$ cat config.mk
export PLATFORM = sky130hd
export DESIGN_NAME = shift_arbiter
export DESIGN_NICKNAME = d
export VERILOG_FILES = /design/src/rtl/shift_pkg.sv /design/src/rtl/shift_unit.sv /design/src/rtl/shift_arbiter.sv
export SDC_FILE = /design/constraint.sdc
export NUM_CORES = 1
export LEC_CHECK = 0
export BUFFER_PORTS_ARGS = -buffer_cell sky130_fd_sc_hd__buf_2
export CORE_UTILIZATION = 40
export CTS_BUF_LIST = sky130_fd_sc_hd__clkbuf_2
export DETAILED_ROUTE_END_ITERATION = 6
export GPL_TIMING_DRIVEN = 1
export SLEW_MARGIN = 40
export SYNTH_ARGS = -nofsm -noshare
export SYNTH_HDL_FRONTEND = slang
export SYNTH_SLANG_ARGS = --single-unit
$ cat constraint.sdc
create_clock -name clk_i -period 3.9 [get_ports clk_i]
set_input_delay 0.585 -clock clk_i [delete_from_list [all_inputs] [get_ports clk_i]]
set_output_delay 0.585 -clock clk_i [all_outputs]
set_load 0.05 [all_outputs]
$ cat src/rtl/shift_pkg.sv
// Shared types and widths for the shift arbiter and its shift unit.
package shift_pkg;

    localparam int XLEN    = 32;
    localparam int SHAMT_W = 5;

    typedef enum logic [1:0] {
        SHIFT_SLL  = 2'b00,
        SHIFT_SRL  = 2'b01,
        SHIFT_SRA  = 2'b10,
        SHIFT_PASS = 2'b11
    } shift_op_e;

endpackage

$ cat src/rtl/shift_unit.sv
// Combinational 32-bit barrel shifter: SLL, SRL, SRA (sign fill) and pass-through.
module shift_unit
    import shift_pkg::*;
(
    input  logic [XLEN-1:0]    a,
    input  logic [SHAMT_W-1:0] shamt,
    input  shift_op_e          op,
    output logic [XLEN-1:0]    y
);

    always_comb begin
        y = a;
        case (op)
            SHIFT_SLL:  y = a << shamt;
            SHIFT_SRL:  y = a >> shamt;
            SHIFT_SRA:  y = $unsigned($signed(a) >>> shamt);
            SHIFT_PASS: y = a;
            default:    y = a;
        endcase
    end

endmodule

$ cat src/rtl/shift_arbiter.sv
// Round-robin arbiter sharing one shift unit among NUM_REQ requesters, with a
// single registered response slot. Define SHIFT_ARB_STATS_EN to add stat_stall_o.
module shift_arbiter
    import shift_pkg::*;
#(
    parameter int NUM_REQ = 4,
    parameter int ID_W    = $clog2(NUM_REQ)
) (
    input  logic                      clk_i,
    input  logic                      rst_i,
    input  logic [NUM_REQ-1:0]        req_valid_i,
    output logic [NUM_REQ-1:0]        req_ready_o,
    input  logic [NUM_REQ*XLEN-1:0]   req_data_i,
    input  logic [NUM_REQ*SHAMT_W-1:0] req_shamt_i,
    input  logic [NUM_REQ*2-1:0]      req_op_i,
    output logic                      rsp_valid_o,
    input  logic                      rsp_ready_i,
    output logic [XLEN-1:0]           rsp_data_o,
    output logic [ID_W-1:0]           rsp_id_o
`ifdef SHIFT_ARB_STATS_EN
    ,
    output logic [15:0]               stat_stall_o
`endif
);

    logic [ID_W-1:0]    rr_ptr;
    logic [ID_W-1:0]    win;
    logic [ID_W:0]      cand;
    logic               found;
    logic               slot_free;
    logic               transfer;
    logic [XLEN-1:0]    shift_y;
    logic [XLEN-1:0]    win_a;
    logic [SHAMT_W-1:0] win_shamt;
    shift_op_e          win_op;

    assign slot_free = !rsp_valid_o || rsp_ready_i;

    // Scan from rr_ptr upward, wrapping; first valid requester wins.
    always_comb begin
        found = 1'b0;
        win   = '0;
        cand  = '0;
        for (int i = 0; i < NUM_REQ; i++) begin
            cand = {1'b0, rr_ptr} + (ID_W+1)'(i);
            if (cand >= (ID_W+1)'(NUM_REQ)) begin
                cand = cand - (ID_W+1)'(NUM_REQ);
            end
            if (!found && req_valid_i[cand[ID_W-1:0]]) begin
                found = 1'b1;
                win   = cand[ID_W-1:0];
            end
        end
    end

    always_comb begin
        req_ready_o = '0;
        if (found && slot_free && !rst_i) begin
            req_ready_o = NUM_REQ'(1) << win;
        end
    end

    assign transfer  = |(req_valid_i & req_ready_o);
    assign win_a     = req_data_i[win*XLEN +: XLEN];
    assign win_shamt = req_shamt_i[win*SHAMT_W +: SHAMT_W];
    assign win_op    = shift_op_e'(req_op_i[win*2 +: 2]);

    shift_unit u_shift (
        .a     (win_a),
        .shamt (win_shamt),
        .op    (win_op),
        .y     (shift_y)
    );

    always_ff @(posedge clk_i) begin
        if (rst_i) begin
            rsp_valid_o <= 1'b0;
            rsp_data_o  <= '0;
            rsp_id_o    <= '0;
            rr_ptr      <= '0;
        end else if (transfer) begin
            rsp_valid_o <= 1'b1;
            rsp_data_o  <= shift_y;
            rsp_id_o    <= win;
            rr_ptr      <= (win == ID_W'(NUM_REQ-1)) ? '0 : win + 1'b1;
        end else if (rsp_ready_i) begin
            rsp_valid_o <= 1'b0;
        end
    end

`ifdef SHIFT_ARB_STATS_EN
    always_ff @(posedge clk_i) begin
        if (rst_i) begin
            stat_stall_o <= '0;
        end else if (|req_valid_i && !transfer && stat_stall_o != 16'hFFFF) begin
            stat_stall_o <= stat_stall_o + 16'd1;
        end
    end
`endif

endmodule

==> summary.md <==
| Metric | Value |
|---|---|
| Drt wl/cell | 24.3 um |
| Starting Density | 41.2% |
| Synth Area in Compound Gates | 24.6% |
| Rel. slew slack | 54.5% |
| Met1 usage | 47.1% |
| Mapped Cells | 816 |
| CTS Hold Bufs | 0 |
| CTS max path bufs | 2 |
| Data required, critical path | 4.27 ns |
| Adder-Cell Fraction of Synth Area | 0.759% |
| Placed cell count | 1313 |
| Syn avg cell area | 8.08 um^2 |
| Post-CTS setup buffers | 0 |
| CTS tree | yes |
| Outcome | completed |
| Fin Setup TNS | 0 ns |
| RePlAce Congestion | 1.00 |
| Worst-Skew Late Latency | 0.47 ns |
| Total Wirelength | 32200 um |
| Post-synthesis mux area share | 43.3% |
| Number of core rows | 46 |
| Most used cell, CP | buf_4 |
| Crit-path max cell delay | 0.52 ns |
| H-Tree Depth | 2 |
| Final-stage net count | 1271 |
| Largest net degree at the start of global routing | 38 |
| Critical path type | reg -> reg |
| CP arrival | 4.01 ns |
| Layout Utilization | 54.6% |
| Die Footprint | 0.0170 mm^2 |
| Met3 GRT Util | 6.77% |
| Total GRT Usage | 38.2% |
| CP Launch Type | flip-flop |
| Core Box Area | 0.0160 mm^2 |
| Warnings, synthesis | 0 |
| Post_cts resized | 0 |
| Diodes inserted | 0 |
| Worst-path clk slew | 0.21 ns |
| Setup skew after layout | 0.0115 ns |
| Final hold viol count | 0 |
| Buf+Inv Stages, Crit Path | 3 |
| Clock Tree Root | clkbuf_2 |
| CTS Sinks | 37 |
| Reg2reg setup slack | 0.26 ns |
| Tcrit/Tclk final | 93.4% |
| Initial antenna violation count | 1 |
| Largest family of logic cells by synthesized area | multiplexers |
| GRT overflow | 0 |
| Die width | 130 um |
| IO buf count | 201 |
| Register-to-Register Path Depth | 13 |
| Worst min-delay path endpoint | rsp_valid_o |
| Post-Synthesis Net Count | 983 |
| Slew @ Worst Pin | 0.664 ns |
| RSZ-0062 raised after global routing | no |
| Area grow syn2layout | 32.5% |
| Global routing's busiest layer | met2 |
| Leakage | 4.02 nW |
| # IOs | 202 |
| Top_reg_cell synth | dfxtp_1 |
| Vias in the first global route | 7880 |
| Min Tclk post-route | 3.64 ns |
| Hold Path Depth | 4 |
| Die Height | 130 um |
| First-pass GRT wire length | 47500 um |
| Pwr Density | 499 mW/mm^2 |
| Async SR Flop Fraction | 0% |
| Fillers | 1604 |
| Detailed Place HPWL | 26300 um |
| Synth Area in XOR/XNOR | 0% |
| Total chip power | 0.00435 W |
| Cell variety after synth | 74 |
| Vias | 8163 |
| Detailed Route Iter0 Violations | 696 |
| CP max-delay cell | a221oi_1 |
| Post-Syn Area | 0.00659 mm^2 |
| EDFF count, synth | 0 |
| Total CTS buffers | 5 |
| Worst Hold Class | in -> reg |
| Fmax | 275 MHz |
| Post-synthesis sequential area ratio | 11.2% |
| Drt first pass iters | 6 |
| Crit path max-delay family | compound AO/OA/AOI/OAI gates |
| Max Slew Vio Count | 0 |
| Grt met2 use | 62.3% |
| Cell Chain, Critical Path | and2_4 > o211ai_4 > nand2_4 > clkinv_4 > buf_4 > mux2i_1 > mux2_2 > nand2_1 > a21oi_1 > o221ai_1 > a221oi_1 > buf_4 > a211oi_1 |
| Critical path endpoint category | flip-flop |
| Non-Filler Instances | 1321 |
| RR Endpoint | rsp_data_o[24] |
| VDD IR max | 0.000318 V |
| Flops & latches, synth | 37 |
| DR vias/cell | 6.18 |
| Crit-path max FO | 11 |
| # setup viols final | 0 |
| Max-Cap Viols | 0 |
| Simple-Gate Fraction of Synth Area | 14.0% |
| Share of cells above drive strength 1 | 38.0% |
| Hold path start | rsp_ready_i |
| Worst reg2reg startpoint | rr_ptr[1] |
| Number of routed nets with antenna violations | 0 |
| DRC | 0 |
| Fin Hold WS | 0.389 ns |
kinds of logic after synthesis:
group	count (synthesis)
DFF	37
buffers and inverters	69
AOI/OAI and AO/OA	231
adders and majority gates	4
muxes	276
and+or+nand+nor	199
how the worst max path moves through the flow:
stage                    from             end  slack (ns)  cells past startpoint
2_1_floorplan  req_valid_i[0]   rsp_data_o[5]        0.76                     12
3_3_place_gp   req_valid_i[0]  rsp_data_o[24]      0.0002                     14
3_5_place_dp   req_valid_i[0]  rsp_data_o[29]       0.006                     16
4_1_cts             rr_ptr[1]  rsp_data_o[29]        0.29                     15
5_1_grt             rr_ptr[1]  rsp_data_o[29]        0.07                     14
6_report            rr_ptr[1]  rsp_data_o[24]        0.26                     13
area by class of cell:
cell class	instances	area, um^2	share of cell area (%)
Multi-Input combinational cell	710	5470	62.6
Timing Repair Buffer	347	2200	25.2
Sequential cell	37	741	8.48
Tap cell	216	270	3.09
Clock buffer	5	25.0	0.287
Inverter	3	16.3	0.186
Clock inverter	3	12.5	0.143
power by group:
group          switching [W]  leakage [nW]  internal, W  total, W
Clock               0.000154        0.0278    0.0000390  0.000193
Combinational        0.00226          3.69      0.00143   0.00369
Sequential         0.0000324         0.304     0.000436  0.000469
synth_stat cells (all sizes together), types with 4 or more instances:
cell | count | share of area, %
a211oi | 25 | 3.1
a21oi | 40 | 3.0
a221oi | 8 | 1.2
a22oi | 7 | 0.80
a311oi | 15 | 2.1
a31oi | 5 | 0.47
and2 | 10 | 0.99
buf | 36 | 4.1
clkbuf | 30 | 1.7
dfxtp | 37 | 11
ha | 4 | 0.76
mux2 | 47 | 8.0
mux2i | 229 | 35
nand2 | 48 | 2.8
nand2b | 7 | 0.78
nand3 | 27 | 2.1
nor2 | 71 | 4.1
nor3 | 19 | 1.6
o211ai | 15 | 1.9
o21ai | 51 | 3.9
o221ai | 17 | 2.3
o22ai | 12 | 1.1
metal layers:
metal | routed length [um] | part of all wire (%)
met3 | 2680 | 8.3
met1 | 12900 | 40
met5 | 13 | 0.040
met2 | 14300 | 45
met4 | 2180 | 6.8
placed cells by master (no fill, tap or decap), types with 5 or more instances in the layout:
cell type	netlist	layout
a22oi_1	7	7
nor2_1	70	70
a211oi_1	22	22
o211ai_1	14	14
nand2b_1	6	6
o21ai_0	42	42
buf_4	9	138
dfxtp_1	37	37
mux2_2	46	45
buf_2	15	201
o221ai_1	17	17
a311oi_1	14	14
a21oi_1	40	40
nand2_1	47	45
mux2i_1	226	226
clkbuf_2	0	5
o22ai_1	12	12
and2_1	8	8
a31oi_1	5	5
o21ai_1	9	9
buf_12	0	8
nor3_1	18	18
nand3_1	27	27
a221oi_1	7	7
sequential cells by signal, summed over array words and instances, names as in the netlist:
register     cells
rsp_data_o      32
rr_ptr           2
rsp_id_o         2
rsp_valid_o      1
worst min-delay path, delay by kind of cell:
family                 cells  cell delay (ns)
AND/OR/NAND/NOR            3             0.18
buffers and inverters      1             0.07
metrics by stage:
step	area [um^2]	setup slack (ns)
CTS	8730	0.290
floorplan	6590	0.755
global route	8730	0.0681
finish	8730	0.257
detailed placement	8690	0.00642
global placement	8690	0.000195
(Power assumes the default switching activity.)
